[src/rtl/term_serializer.sv]
// Term serializer: captures a vector of signed terms and streams them out one per enabled cycle,
// preceded by a single clear pulse. Optional macro TERM_SERIALIZER_SKIP_ZERO_EN skips zero terms.
module term_serializer #(
   parameter int IN_WIDTH  = 16,
   parameter int NUM_TERMS = 8
) (
   input  logic                          clk_i,
   input  logic                          rst_i,
   input  logic                          en_i,
   input  logic                          load_valid_i,
   output logic                          load_ready_o,
   input  logic [NUM_TERMS*IN_WIDTH-1:0] terms_i,
   output logic                          clear_o,
   output logic                          valid_o,
   output logic signed [IN_WIDTH-1:0]    data_o,
   output logic                          last_o,
   output logic                          busy_o
);

   localparam int IDX_W = $clog2(NUM_TERMS);
   typedef logic [IDX_W-1:0] idx_t;
   localparam idx_t LAST_IDX = idx_t'(NUM_TERMS - 1);

   typedef enum logic [1:0] {
      IDLE,
      CLEAR,
      STREAM
   } state_t;

   state_t                      state_q, state_d;
   idx_t                        idx_q, idx_d;
   logic signed [IN_WIDTH-1:0]  shadow_q [NUM_TERMS];
   logic signed [IN_WIDTH-1:0]  shadow_d [NUM_TERMS];
   logic                        final_term;
   idx_t                        first_idx;
   idx_t                        next_idx;

`ifdef TERM_SERIALIZER_SKIP_ZERO_EN
   logic found_first;
   logic found_next;

   // An all-zero vector falls back to index 0 with no successor, so it emits one zero term marked last.
   always_comb begin
      found_first = 1'b0;
      found_next  = 1'b0;
      first_idx   = '0;
      next_idx    = idx_q;
      for (int k = 0; k < NUM_TERMS; k++) begin
         if (shadow_q[k] != '0) begin
            if (!found_first) begin
               first_idx   = idx_t'(k);
               found_first = 1'b1;
            end
            if (!found_next && (idx_t'(k) > idx_q)) begin
               next_idx   = idx_t'(k);
               found_next = 1'b1;
            end
         end
      end
      final_term = !found_next;
   end
`else
   always_comb begin
      first_idx  = '0;
      next_idx   = idx_q + idx_t'(1);
      final_term = (idx_q == LAST_IDX);
   end
`endif

   always_ff @(posedge clk_i or posedge rst_i) begin
      if (rst_i) begin
         state_q <= IDLE;
         idx_q   <= '0;
         for (int k = 0; k < NUM_TERMS; k++) begin
            shadow_q[k] <= '0;
         end
      end else begin
         state_q  <= state_d;
         idx_q    <= idx_d;
         shadow_q <= shadow_d;
      end
   end

   always_comb begin
      state_d  = state_q;
      idx_d    = idx_q;
      shadow_d = shadow_q;
      if (en_i) begin
         case (state_q)
            IDLE: begin
               if (load_valid_i) begin
                  for (int k = 0; k < NUM_TERMS; k++) begin
                     shadow_d[k] = terms_i[k*IN_WIDTH +: IN_WIDTH];
                  end
                  idx_d   = '0;
                  state_d = CLEAR;
               end
            end
            CLEAR: begin
               idx_d   = first_idx;
               state_d = STREAM;
            end
            STREAM: begin
               if (final_term) begin
                  idx_d   = '0;
                  state_d = IDLE;
               end else begin
                  idx_d = next_idx;
               end
            end
            default: begin
               idx_d   = '0;
               state_d = IDLE;
            end
         endcase
      end
   end

   // Moore outputs: only registered state reaches data_o; en_i gates the strobes.
   always_comb begin
      load_ready_o = en_i && (state_q == IDLE);
      clear_o      = en_i && (state_q == CLEAR);
      valid_o      = en_i && (state_q == STREAM);
      last_o       = valid_o && final_term;
      data_o       = valid_o ? shadow_q[idx_q] : '0;
      busy_o       = (state_q != IDLE);
   end

endmodule

[config.mk]
export PLATFORM = sky130hd
export DESIGN_NAME = term_serializer
export DESIGN_NICKNAME = d
export VERILOG_FILES = /design/src/rtl/term_serializer.sv
export SDC_FILE = /design/constraint.sdc
export NUM_CORES = 1
export LEC_CHECK = 0
export CAP_MARGIN = 20
export CORE_MARGIN = 1
export CORE_UTILIZATION = 45
export DETAILED_ROUTE_END_ITERATION = 12
export PLACE_DENSITY = 0.82
export SYNTH_ARGS = -nofsm -noshare
export SYNTH_HDL_FRONTEND = slang
export SYNTH_SLANG_ARGS = --single-unit
[constraint.sdc]
create_clock -name clk_i -period 4.9 [get_ports clk_i]
set_clock_uncertainty 0.1 [all_clocks]
set_input_delay 1.47 -clock clk_i [delete_from_list [all_inputs] [get_ports clk_i]]
set_output_delay 1.47 -clock clk_i [all_outputs]
set_load 0.1 [all_outputs]
* After elaboration in Yosys (flattened, before gate mapping)
Cells that the tools add are included.
** Storage, ports and cells
- Register bits :: 133
- Input port bits :: 132
- Word-level logic and storage cells :: 37
** Operators by class
- Add/sub/neg operators :: 1
- $lt $le $gt $ge :: 1
- Eq/ne operators :: 5
- Multiplexer cells :: 10
- Bitwise logic cells :: 1
- Reduce and logical (&&, ||, !) cells :: 9
** Operators by type and width (count)
- 16-bit binary-select mux with 3-bit select :: 1
- 16-bit 2-to-1 mux :: 3
- 3-bit 2-to-1 mux :: 2
- 2-bit one-hot mux with 3 select lines :: 1
- 3-bit one-hot mux with 2 select lines :: 1
- 3-bit AND reduction :: 2
- 4-bit greater-or-equal comparator, second input constant :: 1
- 1-bit logical AND :: 4
- 2-bit 2-to-1 mux :: 2
- 2-bit inequality test, second input constant :: 2
- 3-bit inverter with 4-bit output :: 1
- 3-bit by 1-bit adder with 3-bit output, second input constant :: 1
- 3-bit == test, second input constant :: 1
- 2-bit by 1-bit == test with 1-bit output, second input constant :: 1
- 2-bit == test, second input constant :: 1
- 2-bit zero test :: 1
- 2-bit AND reduction :: 1
- 2-bit nonzero test :: 1

* Logic depth before layout (Yosys ltp)
- Depth in word-level cells :: 5
- Depth in mapped cells :: 5
- Depth with buffers taken out :: 4

* Worst setup path after synthesis
OpenSTA, ideal clock, no wires.
- Kind :: input to output
- From :: input port en_i
- To :: output port last_o
- Arrival time :: 3160 ps
- Required time :: 3330 ps
- Setup slack :: 170 ps
- Stages :: 2
- Buffers on the path :: 0
- Path through :: and3b_1 -> and2_1
** Between the ends
- Word-level cells in the longest chain between the ends :: 2
** Ends and longest elaborated chain
- from (decl) :: line 9 : input logic en_i,
- 1-bit logical AND :: line 123 : valid_o = en_i && (state_q == STREAM);
- 1-bit logical AND :: line 124 : last_o = valid_o && final_term;
- to (decl) :: line 16 : output logic last_o,
No other way between the ends.

* Worst setup path after layout
- From :: input port en_i
- To :: output port data_o[13]
** Between the ends
- Word-level cells in the longest chain between the ends :: 2
** Ends and longest elaborated chain
- 1-bit logical AND :: line 123
- 16-bit 2-to-1 mux :: line 125 : data_o = valid_o ? shadow_q[idx_q] : '0;
- to (decl) :: line 15 : output logic signed [IN_WIDTH-1:0] data_o,
No other way between the ends.

==> summary.md <==
| Metric | Value |
|---|---|
| Critical path required time | 3.33 ns |
| Min Clock Period, post-route | 4.58 ns |
| Max-Cap Viols | 0 |
| Largest net degree at the start of global routing | 57 |
| Die Span Y | roughly 120 µm |
| Synthesized Nets | 492 |
| Post-CTS sizing | 0 |
| Crit-path max cell delay | 0.59 ns |
| Cts hold-fix bufs | 0 |
| Drt initial violations | 161 |
| Leak | 3.81 nW |
| Synthesis-stage register bit count | 133 |
| Fin crit share | 93.4% |
| Core Box Area | 14000 µm² |
| Area leader, netlist | dfrtp_1 |
| Die width | about 120 µm |
| Initial antenna violation count | 0 |
| Fin Hold WS | 0.402 ns |
| GRT Total Usage | approximately a fifth |
| Max Buffers Root-to-Sink | 2 |
| Final Hold Vio Count | 0 |
| Crit. End Element | primary output |
| Worst setup SP type | primary input |
| Synth Warn # | 0 |
| Max-slew headroom | 35.9% |
| Syn_area_per_cell | 18.3 µm² |
| Hold Crit Class | register to register |
| Setup CP Type | primary input to primary output |
| Drt wl/cell | 20.5 µm |
| Vias per std cell | 5.26 |
| Drt drc | 0 |
| # rows | 43 |
| Crit path depth | 5 |
| Worst-path cell chain | clkdlybuf4s50_1, nor4bb_4, buf_4, a22o_1, buf_12 |
| Worst-Skew Late Latency | 0.42 ns |
| Final WL | 14500 µm |
| Cell Area, Synth | 6550 µm² |
| Diode count | 0 |
| Slowest-stage cell, CP | clkdlybuf4s50_1 |
| H-tree Lvls | 4 |
| Initial Util | around 47% |
| Via Count | 3705 |
| Clock-pin slew on the worst setup and hold paths | 0.06 ns |
| CP max FO | 16 |
| CP Buf/Inv Count | 3 |
| Fmax | 218 MHz |
| Sequential element share of the synthesized area | 50.8% |
| # fillers | 973 |
| Nets@finish | approximately 650 |
| Maximum VDD drop | 0.000359 V |
| # Post-CTS Setup Buffers | 0 |
| RSZ-0062 raised after global routing | false |
| FFs w/ async S/R, synth | 100% |
| Final Setup Violations | 0 |
| EDFF count, synth | 0 |
| TritonCTS Buffers | 17 |
| Number of clock sinks | 133 |
| Detail Route Antenna Nets | 0 |
| Share of layout cells above drive strength 1 | 43.6% |
| Measured slew at the worst slew-check pin | 0.959 ns |
| GP Congestion | 0.830 |
| Clock tree from TritonCTS | built |
| Ranking of synthesized cells by area | dfrtp_1 51%, mux2_4 24%, mux4_2 11% |
| Root buf cell | clkbuf_16 |
| IO Port Bufs | 152 |
| Die ar. | around 15000 µm² |
| Area delta synth->final | 36.7% |
| Status | finished, final reports clean |
| DPL Wire Length | 10100 µm |
| Arr. time, crit path | 3.01 ns |
| Pre-antenna DRT Iters | 4 |
| Post-Syn Instances | 358 |
| Post-synthesis cell type count | 25 |
| Sum Neg Setup Slack | 0 ns |
| GR Overflow Total | 0 |
| Vias in the first global route | 4238 |
| Ports | 153 |
| Hold path depth | 1 |
| Top-area cell type share of the netlist area | 50.8% |
| Predominant post-synthesis flop cell | dfrtp_1 |
| Max Transition Viols Final | 0 |
| FF-to-FF path depth | 3 |
| First-pass GRT wire length | about 23000 µm |
| Family with the most delay on the worst path | buffers and inverters |
| PwrDens | around 660 nW/µm² |
## metal layers
layer  GRT usage, %  up-vias  routed length (µm)
li1               -     1665                   -
met1           25.1     1908                5840
met2           35.3      112                7350
met3           7.48       20                1010
met4           7.77        0                 262
met5              0        -                   0
## final timing paths
path / start / endpoint / slack (ns)
worst max-delay path: en_i / data_o[13] / 0.32
worst min-delay path: shadow_q[36] / shadow_q[36] / 0.40
worst max register to register: state_q[0] / shadow_q[69] / 2.55
worst min register to register: shadow_q[36] / shadow_q[36] / 0.40
max in group asynchronous: rst_i / shadow_q[98] / 2.23
min in group asynchronous: rst_i / shadow_q[86] / 1.48
## power breakdown
part	switching (mW)	total, mW	internal (mW)
logic	0.964	2.41	1.45
registers	0.388	2.05	1.66
clock network	0.472	1.44	0.966
## cells in the mapped netlist (3+ instances only)
cell type and number:
buf_12 11, a22o_1 16, mux4_2 32, dfrtp_1 133
inv_1 3, buf_6 7, mux2_2 27, buf_2 5
mux2_4 103
## cells by family (layout without fill, tap and decap cells)
family                   count (synthesis)  count (layout)  synth area share (%)
multiplexers                           162             162                  39.3
flip-flops                             133             133                  50.8
buffers and inverters                   30             197                  5.48
AO/OA/AOI/OAI                           21              21                  2.71
AND/OR/NAND/NOR                         10              10                  1.36
adder cells (fa/ha/maj)                  2               2                 0.382
## per-stage QoR
step / cells / worst slack (ns) / util, % / power (mW) / area (µm²)
global placement: 673 / 0.382 / 59.0 / 4.43 / 8280
finish: 705 / 0.323 / 63.8 / 5.90 / 8950
CTS: 705 / 0.313 / 63.8 / 5.97 / 8950
detailed placement: 673 / 0.314 / 59.0 / 4.49 / 8280
global route: 705 / 0.221 / 63.8 / 6.18 / 8950
floorplan: 358 / 0.170 / - / 3.84 / 6550
## state kept, by name, summed over array words and instances, names as in the netlist
name / flops
state_q: 2
idx_q: 3
shadow_q: 128
## worst register-to-register path, stage by stage, from the launching register on
cell	delay [ns]
dfrtp_1	0.49
and4bb_4	0.81
buf_4	0.47
mux2_4	0.35
## cell type report
cell class / instances / area (µm²) / share of cell area (%)
repair buffers: 162 / 1830 / 20.5
well taps: 180 / 225 / 2.52
flip-flops and latches: 133 / 3330 / 37.2
inverters: 3 / 15.0 / 0.168
multi-input cells: 195 / 2880 / 32.1
clock buffers: 19 / 443 / 4.95
clock inverters: 13 / 229 / 2.56
## placed cells by master, fill, tap and decap left out, drive strengths merged
master	Yosys	layout
clkinv	0	6
o21ai	1	1
ha	2	2
bufinv	0	6
o31a	1	1
buf	25	30
o2bb2ai	1	1
nor2	1	1
a21o	2	2
clkinvlp	0	2
mux2	130	130
and4b	1	1
and2	1	1
nor4b	1	1
dfrtp	133	133
or2	1	1
inv	3	2
and3b	2	2
mux4	32	32
clkbuf	2	19
and4bb	1	1
nor4bb	2	2
a22o	16	16
clkdlybuf4s50	0	132
No activity file was read; power rests on OpenSTA's default activity.
